### config.mk
export PLATFORM = sky130hd
export DESIGN_NAME = arb4_rr
export DESIGN_NICKNAME = d
export VERILOG_FILES = /design/src/rtl/arb_pkg.sv /design/src/rtl/arb_gnt_dec.sv /design/src/rtl/arb4_rr.sv
export SDC_FILE = /design/constraint.sdc
export NUM_CORES = 1
export LEC_CHECK = 0
export ABC_AREA = 1
export BUFFER_PORTS_ARGS = -buffer_cell sky130_fd_sc_hd__buf_2
export CAP_MARGIN = 10
export CORE_MARGIN = 2
export CORE_UTILIZATION = 46
export CTS_CLUSTER_DIAMETER = 60
export DETAILED_ROUTE_END_ITERATION = 16
export PLACE_DENSITY = 0.69
export RECOVER_POWER = 25
export SLEW_MARGIN = 20
export SYNTH_ARGS = -nofsm -noshare
export SYNTH_HDL_FRONTEND = slang
export SYNTH_SLANG_ARGS = --single-unit
### constraint.sdc
create_clock -name clk -period 1.6 [get_ports clk]
set_clock_uncertainty 0.1 [all_clocks]
set_input_delay 0.32 -clock clk [delete_from_list [all_inputs] [get_ports clk]]
set_output_delay 0.32 -clock clk [all_outputs]
set_load 0.05 [all_outputs]
### src/rtl/arb_pkg.sv
// rtl/arb_pkg.sv - shared types, sizes and rotating first-set search for arb4_rr
package arb_pkg;

    localparam int NREQ = 4;
    localparam int ID_W = 2;

    typedef enum logic {
        IDLE = 1'b0,
        BUSY = 1'b1
    } state_t;

    typedef struct packed {
        logic            found;
        logic [ID_W-1:0] idx;
    } pick_t;

    // Walks start, start+1, ... (mod NREQ); scanning backwards lets the
    // smallest offset overwrite any later candidate.
    function automatic pick_t rr_first(input logic [NREQ-1:0] v, input logic [ID_W-1:0] start);
        pick_t           r;
        logic [ID_W-1:0] k;
        r = '0;
        for (int i = NREQ - 1; i >= 0; i--) begin
            k = start + ID_W'(i);
            if (v[k]) begin
                r.found = 1'b1;
                r.idx   = k;
            end
        end
        return r;
    endfunction

endpackage

### src/rtl/arb_gnt_dec.sv
// rtl/arb_gnt_dec.sv - 2-to-4 grant decoder with enable
module arb_gnt_dec
    import arb_pkg::*;
(
    input  logic [ID_W-1:0] gnt_id,
    input  logic            gnt_vld,
    output logic [NREQ-1:0] gnt
);

    always_comb begin
        gnt = '0;
        if (gnt_vld) begin
            gnt[gnt_id] = 1'b1;
        end
    end

endmodule

### src/rtl/arb4_rr.sv
// rtl/arb4_rr.sv - four-requester round-robin arbiter; ARB_TIMEOUT_EN adds hold timeout
module arb4_rr
    import arb_pkg::*;
#(
    parameter int MAX_HOLD = 8
) (
    input  logic            clk,
    input  logic            rst_n,
    input  logic [NREQ-1:0] req,
    output logic [NREQ-1:0] gnt,
    output logic [ID_W-1:0] gnt_id,
    output logic            gnt_vld,
    output logic            expire
);

    state_t          state_q, state_d;
    logic [ID_W-1:0] gnt_id_q, gnt_id_d;
    logic            gnt_vld_q, gnt_vld_d;
    logic [ID_W-1:0] ptr_q, ptr_d;
    pick_t           pick;
    logic            take;

`ifdef ARB_TIMEOUT_EN
    localparam int HC_W = $clog2(MAX_HOLD);
    localparam logic [HC_W-1:0] HOLD_LAST = HC_W'(MAX_HOLD - 1);

    logic [HC_W-1:0] hold_cnt_q, hold_cnt_d;
    logic            expire_q, expire_d;
`else
    logic unused_max_hold;
    assign unused_max_hold = (MAX_HOLD > 0);
`endif

    arb_gnt_dec u_gnt_dec (
        .gnt_id  (gnt_id_q),
        .gnt_vld (gnt_vld_q),
        .gnt     (gnt)
    );

    // Masking the current owner means one search serves both a fresh grant
    // and a handover/revocation; when idle gnt is zero so nothing is masked.
    assign pick = rr_first(req & ~gnt, ptr_q);

    always_comb begin
        state_d   = state_q;
        gnt_id_d  = gnt_id_q;
        gnt_vld_d = gnt_vld_q;
        ptr_d     = ptr_q;
        take      = 1'b0;
`ifdef ARB_TIMEOUT_EN
        hold_cnt_d = hold_cnt_q;
        expire_d   = 1'b0;
`endif
        case (state_q)
            IDLE: begin
                take = pick.found;
            end
            BUSY: begin
                if (req[gnt_id_q]) begin
`ifdef ARB_TIMEOUT_EN
                    if (hold_cnt_q == HOLD_LAST) begin
                        if (pick.found) begin
                            take     = 1'b1;
                            expire_d = 1'b1;
                        end
                    end else begin
                        hold_cnt_d = hold_cnt_q + 1'b1;
                    end
`endif
                end else if (pick.found) begin
                    take = 1'b1;
                end else begin
                    gnt_vld_d = 1'b0;
                    state_d   = IDLE;
                end
            end
            default: begin
                gnt_vld_d = 1'b0;
                state_d   = IDLE;
            end
        endcase

        if (take) begin
            state_d   = BUSY;
            gnt_id_d  = pick.idx;
            gnt_vld_d = 1'b1;
            ptr_d     = pick.idx + 1'b1;
`ifdef ARB_TIMEOUT_EN
            hold_cnt_d = '0;
`endif
        end
    end

    always_ff @(posedge clk) begin
        if (!rst_n) begin
            state_q   <= IDLE;
            gnt_id_q  <= '0;
            gnt_vld_q <= 1'b0;
            ptr_q     <= '0;
`ifdef ARB_TIMEOUT_EN
            hold_cnt_q <= '0;
            expire_q   <= 1'b0;
`endif
        end else begin
            state_q   <= state_d;
            gnt_id_q  <= gnt_id_d;
            gnt_vld_q <= gnt_vld_d;
            ptr_q     <= ptr_d;
`ifdef ARB_TIMEOUT_EN
            hold_cnt_q <= hold_cnt_d;
            expire_q   <= expire_d;
`endif
        end
    end

    assign gnt_id  = gnt_id_q;
    assign gnt_vld = gnt_vld_q;
`ifdef ARB_TIMEOUT_EN
    assign expire = expire_q;
`else
    assign expire = 1'b0;
`endif

endmodule

### Yosys cells after proc, flatten, opt, wreduce, memory -nomap -nowiden

Index checks and enable logic that the tools add are counted.

| word-level totals | value |
|---|---|
| output and inout port bits | 8 |
| word-level logic and storage cells | 49 |
| input bits | 6 |
| bits in registers | 6 |

| cells by class | value |
|---|---|
| bitwise gates (word level) | 3 |
| add/subtract/negate cells | 4 |
| mux-type cells | 27 |
| reduce and logical (&&, ||, !) cells | 3 |
| $lt $le $gt $ge | 6 |
| equality and inequality tests | 2 |

Operators by type and width:

| cell | number |
|---|---|
| $lt A2 B3 Y1 const B | 5 |
| $mux W1 | 15 |
| $mux W3 | 4 |
| $bmux W1 S2 | 5 |
| $add A2 B1 Y2 const B | 2 |
| $add A2 B2 Y2 const B | 2 |
| $and A4 B4 Y4 | 1 |
| $mux W4 | 1 |
| $not A4 Y4 | 1 |
| $reduce_and A3 Y1 | 1 |
| $demux W1 S2 | 1 |
| $ge A2 B1 Y1 const B | 1 |
| $ne A2 B1 Y1 const B | 1 |
| $ne A2 B2 Y1 const B | 1 |
| $pmux W1 S2 | 1 |
| $reduce_bool A2 Y1 | 1 |
| $logic_and A1 B1 Y1 | 1 |
| $not A1 Y1 | 1 |

### Depth between registers and ports, before layout

Gate-level depths: netlist of the first run.

| logic depth | value |
|---|---|
| depth after elaboration | 18 |
| depth in mapped cells | 15 |
| depth with buffers taken out | 15 |

### By module

From an unflattened synthesis of the first run, not the netlist that was laid out.

| unflattened totals | value |
|---|---|
| cell total of the unflattened synthesis | 103 |
| area total of the unflattened synthesis | 623.1 sq um |

Modules (own cells, without submodules):

| module | area each (sq um) | times used | cells an instance |
|---|---|---|---|
| arb4_rr | 593.1 | 1 | 95 |
| arb_gnt_dec | 30.0 | 1 | 8 |

### Worst setup path before layout of the first run

No wires, ideal clock.

| timing path | value |
|---|---|
| path type | reg2reg |
| start | register gnt_id_q[1], in the netlist gnt_id[1] |
| end | register ptr_q[1] |
| data arrival time | 1.681 ns |
| stages on the path, launching flop included | 12 |
| path buffers | 0 |
| period minus slack after synthesis | 1.894 ns |
| slack | -0.294 ns |
| setup time | 0.113 ns |
| path through | dfxtp_1 nand3_2 nand3_1 nand2_2 nor2_2 nand2_2 nand2_4 inv_2 nand3_2 nor2_2 nor2_1 nor2_1 |

| between the ends | value |
|---|---|
| longest elaborated chain between the ends | 16 |

RTL lines:

| item | RTL line | source |
|---|---|---|
| start, declared | arb4_rr.sv:17 | `logic [ID_W-1:0] gnt_id_q, gnt_id_d;` |
| start signal, assigned | arb4_rr.sv:106 | `gnt_id_q <= gnt_id_d;` |
| $lt A2 B3 Y1 (not written as such) / $ge A2 B1 Y1 (equally long branches) | arb_gnt_dec.sv:13 | `gnt[gnt_id] = 1'b1;` |
| $logic_and A1 B1 Y1 (not written as such) | arb_gnt_dec.sv:13 |  |
| $mux W1 (not written as such) | arb_gnt_dec.sv:13 |  |
| $demux W1 S2 | - |  |
| $mux W4 | arb_gnt_dec.sv:12 | `if (gnt_vld) begin` |
| $not A4 Y4 | arb4_rr.sv:42 | `assign pick = rr_first(req & ~gnt, ptr_q);` |
| $and A4 B4 Y4 | arb4_rr.sv:42 |  |
| $bmux W1 S2 | arb_pkg.sv:25 | `if (v[k]) begin` |
| $mux W1 (not written as such) | arb_pkg.sv:25 |  |
| $mux W3 (4 in series) | arb_pkg.sv:25 |  |
| $mux W1 | arb4_rr.sv:70 | `end else if (pick.found) begin` |
| $mux W1 | arb4_rr.sv:59 | `if (req[gnt_id_q]) begin` |
| $pmux W1 S2 | arb4_rr.sv:54 | `case (state_q)` |
| end signal, assigned | arb4_rr.sv:108 | `ptr_q <= ptr_d;` |
| end, declared | arb4_rr.sv:19 | `logic [ID_W-1:0] ptr_q, ptr_d;` |

Several ways; a longest one is shown, not always the timed one. The select of a mux whose other input is x is not followed.
A chain may end at the register's enable or synchronous reset.

### Worst setup path in the final report of the first run

| timing path | value |
|---|---|
| start | register gnt_id_q[0], in the netlist gnt_id[0] |
| end | register ptr_q[1] |

Same word-level chain as after synthesis.

==> qor.yml, run 1 <==
outcome:
  outcome: "complete, but fails checks"
  violations: "setup timing"
routing:
  routed_wl_um: 1400
  vias: 621
  wl_per_cell_um: 10.8
  remaining_drc_errors: 0
  ant_nets: 0
  drtIter0Drc: 10
  drt-vias-per-instance: 4.81
  drtPass1Iterations: 4
global_route:
  grt_util_met2_pct: 33.1
  overflow: 0
  antenna_found_initial: 0
  grt_pass1_vias: 532
  use_met1_pct: 21.3
  busiest_layer: "met2"
  grt_start_max_net_pins: 9
  grt_pass1_wl_um: 1970
  grtUsageTotal_pct: 18.2
  met3_usage_pct: 1.67
hold_path:
  hold_path.class: "input pin to register"
sta:
  setup_viol: 1
  max_freq_mhz: 620
  fin_crit_sh_pct: 101
  hold_viol_final: 0
  period_needed_ns: 1.61
  finalSetupTns_ns: -0.0127
  drv_slew: 0
  rsz0062_at_grt: "true"
  setup_slack_ns: -0.0127
clock_network:
  clk_pin_slew_ns: 0.05
  cts_buffer_depth: 2
  cts_made_buffers: 3
  htreeDepth: 1
  clk_latency_ns: 0.24
  cts_root_buf: "clkbuf_4"
  cts_tree: "yes"
  clock-sinks: 6
logic_synthesis:
  ys.flop_type: "dfxtp_1"
  synth_area_leaders: "dfxtp_1, nand3_2, nand2_1"
  yosysSeqAreaShare_pct: 20.1
  synth.distinct_cells: 22
  yosysWarnings: 0
  postSynthNetCount: 99
  synth_top_area_share_pct: 20.1
  syn_area_per_cell_um2: 6.43
  async_flop_share_pct: 0
  synth_edf_count: 0
  netlist_instances: 93
  yosysTopAreaCell: "dfxtp_1"
  syn_area_um2: 598
  ys_ff_latch: 6
finish:
  final_common_cell: "nand2_1"
  drive_gt1_share_pct: 56.5
  fin_util_pct: 72.7
  final_cell_mix: "nand2_1, buf_2, inv_1, nand2_2, nand3_2"
  syn_to_final_growth_pct: 40.6
  n_antenna_cell: 0
  num-nets-final: 122
floorplan:
  dieArea_um2: 1600
  die_w_um: 40.1
  die_h_um: 40.1
  core_um2: 1160
  rows: 12
  io_pins: 14
  start_util_pct: 51.7
worst_setup_path:
  cp_max_fo: 7
  end_kind: "register"
  worst_setup_path_start_kind: "register"
  criticalPathCategory: "register to register"
  worstPathRequired_ns: 1.67
  crit_arrival_ns: 1.69
run:
  max-cap-violations: 0
place:
  place_congestion: 0.746
  hpwl_um: 999
  numPortBuffers: 12
power:
  p_leak_uw: 0.000454
  max-vdd-ir-drop_mv: 1.31
  powerDensity_nw_per_um2: 2100
[layout make-up]
class,instances,area (um^2)
multi-input combinational,69,477
fill,103,315
sequential,6,135
timing repair buffer,20,120
inverter,16,65.1
clock buffer,4,26.3
tap,14,17.5
[routing by layer]
| metal | vias to the layer above | wire length (um) | part of all wire, % |
|---|---|---|---|
| met1 | 264 | 659 | 47 |
| li1 | 334 | - | - |
| met4 | 0 | 0 | 0 |
| met2 | 23 | 676 | 48 |
| met5 | - | 0 | 0 |
| met3 | 0 | 59 | 4.2 |
[critical path, cell delays in order (launching register included)]
cell     delay (ns)
dfxtp_4        0.39
nor2_4         0.11
nand2_2        0.07
nand3_2        0.07
nand2_2        0.08
nand2_2        0.09
nand2_2        0.07
nor2_1         0.09
nand2_1        0.09
a21oi_2        0.16
nand2_1        0.06
nand2_1        0.06
nor2_1         0.04
nor2_1         0.08
[logic make-up after synthesis]
group                  after synthesis  synth area share (%)
AO/OA/AOI/OAI                        6                  6.69
XOR/XNOR                             1                  1.46
buffers and inverters               18                  13.2
flip-flops                           6                  20.1
other                                1                 0.627
AND/OR/NAND/NOR                     61                  57.9
[registers in the layout, summed over array words and instances, names as in the netlist]
name / flops
gnt_id: 2
ptr_q: 2
state_q: 1
gnt_vld: 1
[stage by stage]
stage | cell area, um^2 | instances | worst slack (ns) | power, uW | hold slack (ns)
after floorplan | 609 | 93 | 0.0708 | 1190 | 0.318
after global placement | 698 | 121 | -0.0122 | 1390 | 0.413
after detailed placement | 698 | 121 | -0.0111 | 1400 | 0.422
after CTS | 726 | 125 | 0.0248 | 1550 | 0.213
after global routing | 841 | 129 | -0.125 | 1900 | 0.235
final | 841 | 129 | -0.0127 | 1770 | 0.217
[power by group]
part	internal [uW]	switching (uW)
combinational	483	798
sequential	223	123
clock	94.1	49.0
[cell usage after synthesis, types with 2 or more instances]
library cell,number
dfxtp_1,6
inv_1,11
inv_2,5
nand2_1,20
nand2_2,12
nand2_4,2
nand3_1,8
nand3_2,8
nor2_1,6
nor2_2,3
[path summary, 6_finish.rpt]
path	slack, ns	startpoint	endpoint	depth (start not counted)
setup / recovery	-0.01	gnt_id[0]	ptr_q[1]	13
hold / removal	0.22	rst_n	state_q	3
setup reg to reg	-0.01	gnt_id[0]	ptr_q[1]	13
hold reg to reg	0.44	state_q	gnt_vld	3
[what timing repair did]
action | in CTS | in global routing
hold endpoints to repair | 0 | 0
hold buffers | 0 | 0
setup buffers | 0 | 4
setup endpoints to repair | 2 | 5
pin swaps | 0 | 9
gates cloned | 0 | 0
resized for setup | 1 | 18
(Power assumes the default switching activity.)
==> inputs of run 2 (changes only) <==
Settings changed: CAP_MARGIN 10 to 5, PLACE_DENSITY 0.69 to 0.68, SYNTH_HIERARCHICAL set to 1.
==> run 2 against run 1 <==
  * Routed wire length grew 6.0%
  * Non-clock buffer count is the same
  * Die area grew 3.8%
  * Highest routed layer unchanged
  * Worst setup slack lost 0.050 ns
  * Fmax shrank 3.0%
  * The flow still finishes with violations (setup timing)
  * Cell area grew 11%
  * Register-to-register slack lost 0.05 ns
  * Synthesized cell count grew 11%
==> qor.yml, run 2 <==
outcome:
  outcome: "complete, but fails checks"
  violations: "setup timing"
worst_setup_path:
  rr_endpoint: "ptr_q[0]"
  crit_arrival_ns: 1.75
  rr_worst_depth: 14
  criticalPathCategory: "register to register"
  end_kind: "register"
  worstPathRequired_ns: 1.69
  r2r_start: "gnt_id[1]"
  cp_max_fo: 7
  r2r_setup_slack_ns: -0.06
  worst_setup_path_start_kind: "register"
hold_path:
  hold_path.class: "input pin to register"
  hold_end: "state_q"
  hp-start: "rst_n"
  holdPathStages: 3
global_route:
  grt_pass1_wl_um: 2210
  grt_pass1_vias: 575
  overflow: 0
  antenna_found_initial: 0
  grt_start_max_net_pins: 10
  grtUsageTotal_pct: 19.9
routing:
  drtPass1Iterations: 2
  drtIter0Drc: 6
  routed_wl_um: 1480
  vias: 675
  drt-vias-per-instance: 4.82
  wl_per_cell_um: 10.6
  ant_nets: 0
  remaining_drc_errors: 0
logic_synthesis:
  ys_ff_latch: 6
  yosysSeqAreaShare_pct: 19.3
  postSynthNetCount: 109
  yosys.cell_count.top_type: "nand2_1"
  syn_area_per_cell_um2: 6.05
  synth_edf_count: 0
  synth_area_leaders: "dfxtp_1, nand2_1, inv_1"
  syn_area_um2: 623
  async_flop_share_pct: 0
  yosysWarnings: 6
  synth_top_area_share_pct: 19.3
  synth.distinct_cells: 19
  yosys-top-cells-count: "nand2_1, inv_1, nand3_1, nand2_2, nor2_1"
  netlist_instances: 103
  yosysTopAreaCell: "dfxtp_1"
  ys.flop_type: "dfxtp_1"
sta:
  setup_slack_ns: -0.0632
  setup_viol: 4
  rsz0062_at_grt: "true"
  hold_viol_final: 0
  drv_slew: 0
  max_freq_mhz: 601
  period_needed_ns: 1.66
  fin_crit_sh_pct: 104
finish:
  drive_gt1_share_pct: 60.0
  final_area_um2: 936
  n_antenna_cell: 0
  final_cell_mix: "nand2_1, nand2_2, inv_1, buf_2, nand2_4"
  nFillCells: 121
  syn_to_final_growth_pct: 50.2
  num-nets-final: 132
  final_common_cell: "nand2_1"
power:
  power.internal_uw: 1040
  clock_power_share_pct: 6.6
  seqPwrFrac_pct: 14.4
  total_power_uw: 2340
  powerDensity_nw_per_um2: 2500
  power_frac_comb_pct: 79.0
  max-vdd-ir-drop_mv: 1.50
  switchingPower_uw: 1300
  p_leak_uw: 0.000479
  switching_share_pct: 55.7
place:
  numPortBuffers: 12
  place_area_um2: 810
  place_congestion: 0.751
  hpwl_um: 1110
floorplan:
  dieArea_um2: 1670
  core_um2: 1280
  die_w_um: 40.8
  io_pins: 14
  start_util_pct: 48.5
  rows: 13
  die_h_um: 40.8
clock_network:
  cts_made_buffers: 3
  clk_pin_slew_ns: 0.05
  holdBufCountCts: 0
  clk_latency_ns: 0.25
  cts_buffer_depth: 2
  cts_root_buf: "clkbuf_4"
  cts_tree: "yes"
  clock-sinks: 6
  htreeDepth: 1
run:
  max-cap-violations: 0
run 2: area by class of cell:
class | instances | area [um^2] | share of cell area, %
Sequential cell | 6 | 133 | 14.2
Tap cell | 15 | 18.8 | 2.01
Multi-Input combinational cell | 76 | 534 | 57.1
Inverter | 19 | 78.8 | 8.42
Clock buffer | 4 | 26.3 | 2.81
Timing Repair Buffer | 20 | 145 | 15.5
run 2: through the flow:
stage | worst slack (ns) | util (%) | hold WS, ns | instances | setup TNS (ns)
after global routing | -0.180 | 72.8 | 0.238 | 140 | -0.630
final | -0.0632 | 72.8 | 0.206 | 140 | -0.182
after floorplan | -0.298 | - | 0.318 | 103 | -1.41
after detailed placement | -0.0799 | 63.0 | 0.424 | 133 | -0.240
after global placement | -0.0426 | 63.0 | 0.410 | 133 | -0.0910
after CTS | -0.0366 | 66.8 | 0.203 | 138 | -0.0535
run 2: routing by layer:
layer,vias to the layer above,global-route usage (%),share of wire [%]
met5,-,0,0
met4,0,5.00,0
met3,0,3.26,2.1
met2,9,34.8,53
met1,307,24.9,45
li1,359,-,-
run 2: what timing repair did:
action / in CTS / in global routing
pin swaps: 9 / 7
endpoints found under the hold margin: 0 / 0
setup buffers: 1 / 2
resized for setup: 6 / 15
endpoints found under the setup margin: 4 / 5
run 2: worst max-delay path by stage:
| stage | startpoint | endpoint | depth (start not counted) |
|---|---|---|---|
| global placement | gnt_id[0] | ptr_q[0] | 15 |
| CTS | gnt_id[0] | ptr_q[0] | 15 |
| finish | gnt_id[1] | ptr_q[0] | 14 |
| global route | gnt_id[1] | ptr_q[1] | 15 |
| detailed placement | gnt_id[0] | ptr_q[0] | 15 |
| floorplan | gnt_id[0] | ptr_q[0] | 14 |
run 2: critical path: stages (launching register included):
cell     delay (ns)
dfxtp_4        0.36
buf_12         0.13
nor2_4         0.10
inv_2          0.05
nand3_2        0.07
nand2_2        0.07
nand2_2        0.09
nand2_4        0.06
a21oi_4        0.13
nand2_2        0.08
nand2_4        0.10
inv_4          0.05
nand2_4        0.07
nand2_2        0.05
a21oi_2        0.08
run 2: power by group through the flow:
| stage | clock network [uW] | registers [uW] | logic [uW] |
|---|---|---|---|
| finish | 155 | 337 | 1850 |
| detailed placement | 0 | 342 | 1550 |
| floorplan | 0 | 442 | 1110 |
| global placement | 0 | 335 | 1530 |
| CTS | 162 | 336 | 1620 |
| global route | 165 | 347 | 2010 |
run 2: kinds of logic (layout without fill, tap and decap cells):
family,Yosys count,after routing,synth area share (%)
other,1,1,0.602
DFF,6,6,19.3
xor gates and xnor gates,2,2,4.02
and+or+nand+nor,63,63,50.4
buffers and inverters,21,43,14.9
AOI/OAI and AO/OA,10,10,10.8
